--- src/rtl/irq_pend4.sv ---
// Four-channel request capture: 2-flop synchroniser, edge/level detect, sticky pending
// bits cleared by acknowledge, masked pending vector, registered irq summary and overflow.
module irq_pend4 #(
  parameter bit EDGE = 1'b1
) (
  input  logic       clk,
  input  logic       rst,
  input  logic [3:0] req,
  input  logic [3:0] mask,
  input  logic       ack,
  input  logic [1:0] ack_code,
  input  logic       ovf_clr,
  output logic [3:0] raw_pend,
  output logic [3:0] pend,
  output logic       irq,
  output logic [3:0] ovf,
  output logic       ack_miss
);

  logic [3:0] s1;
  logic [3:0] s2;
  logic [3:0] prev;
  logic [3:0] rise;
  logic [3:0] clr;
  logic [3:0] ovf_next;

  assign pend = raw_pend & ~mask;

  always_comb begin
    rise     = '0;
    clr      = '0;
    ovf_next = '0;
    for (int i = 0; i < 4; i++) begin
      rise[i] = EDGE ? (s2[i] & ~prev[i]) : s2[i];
      clr[i]  = ack && (ack_code == i[1:0]);
      // a fresh overflow on the same edge as ovf_clr survives
      if (EDGE)
        ovf_next[i] = (ovf[i] & ~ovf_clr) | (rise[i] & raw_pend[i] & ~clr[i]);
    end
  end

  always_ff @(posedge clk or posedge rst) begin
    if (rst) begin
      s1       <= '0;
      s2       <= '0;
      prev     <= '0;
      raw_pend <= '0;
      ovf      <= '0;
      irq      <= 1'b0;
      ack_miss <= 1'b0;
    end else begin
      s1       <= req;
      s2       <= s1;
      prev     <= s2;
      raw_pend <= rise | (raw_pend & ~clr);
      ovf      <= ovf_next;
      irq      <= |pend;
      ack_miss <= ack & ~raw_pend[ack_code];
    end
  end

endmodule
--- config.mk ---
export PLATFORM = sky130hd
export DESIGN_NAME = irq_pend4
export DESIGN_NICKNAME = d
export VERILOG_FILES = /design/src/rtl/irq_pend4.sv
export SDC_FILE = /design/constraint.sdc
export NUM_CORES = 1
export LEC_CHECK = 0
export CELL_PAD_IN_SITES_DETAIL_PLACEMENT = 2
export CELL_PAD_IN_SITES_GLOBAL_PLACEMENT = 2
export CORE_AREA = 4 4 62 64
export CTS_BUF_LIST = sky130_fd_sc_hd__clkbuf_8 sky130_fd_sc_hd__clkbuf_16
export CTS_CLUSTER_DIAMETER = 50
export DETAILED_ROUTE_END_ITERATION = 10
export DIE_AREA = 0 0 66 68
export PLACE_DENSITY = 0.68
export SYNTH_ARGS = -nofsm -noshare
export SYNTH_HDL_FRONTEND = slang
export SYNTH_SLANG_ARGS = --single-unit
--- constraint.sdc ---
create_clock -name clk -period 1.2 [get_ports clk]
set_input_delay 0.18 -clock clk [delete_from_list [all_inputs] [get_ports clk]]
set_output_delay 0.18 -clock clk [all_outputs]
set_load 0.03 [all_outputs]
==> results.yml <==
drt:
  drc: 0
  firstDrtPassIters: 2
  drtIter0Drc: 22
  ant_nets: 0
  post_drt_via_cell_ratio: 4.13
  wl_per_cell_um: 15.6
  vias: 570
  routed_wl_um: 2150
synthesis:
  avgSynthCellArea_um2: 14.7
  ys_ff_latch: 22
  synth_common_cells: "22 x dfrtp_1, 9 x inv_1, 4 x nand2b_1, 4 x o22ai_1, 3 x nor2b_1"
  ys.warnings.count: 0
  syn-num-nets: 68
  yosysMostFrequentCell: "dfrtp_1"
  seq_area_frac_synth: 0.692
  synth_cell_types: 13
  synth.cell_area_um2: 796
  synth_enable_flop_cells: 0
  synthFlopType: "dfrtp_1"
  synthArstFlopShare: 1.00
  yosys-top-cells-area: "dfrtp_1 69%, inv_1 4.2%, o41ai_2 4.1%"
  syn_inst: 54
  yosys.area.top_type: "dfrtp_1"
  synth_top_cell_area_share: 0.692
worst_setup_path:
  r2r-start: "raw_pend[2]"
  crit_fanout: 3
  critPathRequiredTime_ns: 1.39
  crit_path_start: "raw_pend[2]"
  crit_family: "multiplexers"
  arrival_ns: 1.44
  path_buf_inv: 1
  startpoint_type: "flop"
  slowest_delay_ns: 0.47
  worstPathCellList: "buf_4 > mux4_2 > nor2b_1"
  worst-setup-path-type: "reg -> reg"
  critPathCaptureType: "flop"
  crit_slowest_cell: "mux4_2"
cts:
  clock_latency_ns: 0.26
  clock_path_buffers: 2
  path_clk_slew_ns: 0.08
  cts_tree: "done"
  htree_levels: 1
  numCtsBuffers: 3
  clockRootBuffer: "clkbuf_8"
  hold_buffers: 0
  cts_num_sinks: 22
floorplan:
  core_area_mm2: 0.00328
  num_rows: 21
  initial_core_util: 0.242
  die_area_mm2: 0.00449
  die_x_um: 66
  die_h_um: 68
  io_pins: 28
timing:
  finalWorstSetupSlack_ns: -0.0516
  period_needed_ns: 1.25
  fmax_ghz: 0.799
  rsz0062_at_grt: "true"
  max_slew.worst_pin.slew_ns: 0.285
  final-max-slew-violation-count: 0
  hold_slack_ns: 0.248
  slew_headroom: 0.807
  setup-violations-final: 3
  finalCritPeriodShare: 1.04
  fin_worst_skew_ns: 0.000459
  hold_violations: 0
run:
  drv_cap: 0
placed_design:
  io_buffers: 27
  placed_cells: 131
  gp_congestion: 0.684
  post-place-ws_ns: -0.246
  dpl.hpwl_um: 1590
power:
  p_leak_nw: 0.597
  powerDensity_mw_per_mm2: 1410
  vdd.ir_drop.worst_v: 0.000525
final_layout:
  final_cell_count_no_fill: 138
  diodes: 0
  syn2layout_area_growth_pct: 57.4
  drive_gt1_frac: 0.402
  nNetsFinal: 107
grt:
  grt-ovfl-total: 0
  grt_pass1_vias: 631
  grt_max_degree: 23
  grt_pass1_wl_um: 3160
  antenna_found_initial: 0
  grt_use_total: 0.100
run_status:
  outcome: "finished with violations"
  violations: "setup timing"
hold_path:
  min_path_type: "in -> async"
[routing by layer]
layer,track usage,part of all wire,up-vias
li1,-,-,258
met1,0.105,0.38,282
met2,0.171,0.52,26
met3,0.0263,0.071,4
met4,0.0761,0.027,0
met5,0,0,-
[repair_timing]
action | in CTS | in global routing
cloned | 0 | 0
gates resized for setup | 5 | 5
buffers inserted | 1 | 2
setup endpoints to repair | 4 | 9
[per-stage QoR]
stage	area (um^2)	setup TNS (ns)	power [mW]	utilization
floorplan	810	-0.0884	1.04	-
global placement	1150	-0.931	1.22	0.350
detailed placement	1150	-1.43	1.24	0.350
CTS	1220	-0.0304	1.78	0.372
global route	1250	-0.185	1.86	0.381
finish	1250	-0.0571	1.77	0.381
[worst min-delay path: stages]
cell and delay [ns]:
clkdlybuf4s50_1 0.39, inv_1 0.05, buf_4 0.28
[final cells by class]
| cell class | instances | area (um^2) |
|---|---|---|
| clock buffers | 4 | 55.1 |
| fillers | 331 | 2030 |
| inverters | 9 | 33.8 |
| multi-input cells | 23 | 231 |
| flip-flops and latches | 22 | 554 |
| well taps | 46 | 57.6 |
| repair buffers | 34 | 320 |
[kinds of logic (layout without fill, tap and decap cells)]
kind of cell | count (synthesis) | in the layout | share of synthesized area
buffers and inverters | 9 | 47 | 0.0424
and+or+nand+nor | 14 | 14 | 0.143
muxes | 1 | 1 | 0.0283
DFF | 22 | 22 | 0.692
AOI/OAI and AO/OA | 8 | 8 | 0.0943
[state kept, by name (all words and copies together), names as in the netlist]
register / count
s1: 4
ovf: 4
raw_pend: 4
prev: 4
irq: 1
s2: 4
ack_miss: 1
[power breakdown]
group          internal (mW)  total, mW  switching (mW)  leakage [nW]
sequential             0.799      0.835          0.0358         0.253
clock                  0.292      0.527           0.235        0.0288
combinational          0.200      0.409           0.210         0.315
[worst paths after layout]
check	end	slack, ns	cells past startpoint
worst max-delay path	ack_miss	-0.05	3
worst min-delay path	s2[0]	0.25	3
worst max register to register	ack_miss	-0.05	3
worst min register to register	s2[0]	0.35	0
max in group asynchronous	raw_pend[2]	0.71	3
min in group clk	s1[3]	0.35	1
[placed cells by master, fill, tap and decap left out]
cell type         n
and3_2            1
nor2b_4           4
o41ai_1           2
clkdlybuf4s50_1  13
or4_1             1
nor3b_2           1
dfrtp_2           3
clkbuf_8          4
nand2b_1          4
clkdlybuf4s15_1   2
o41ai_2           2
dfrtp_1          19
buf_12            1
buf_6             4
buf_4            14
mux4_2            1
inv_1             9
nor2b_1           1
o22ai_1           4
and3b_2           2
Note: power is estimated with default switching activity, not from simulation.
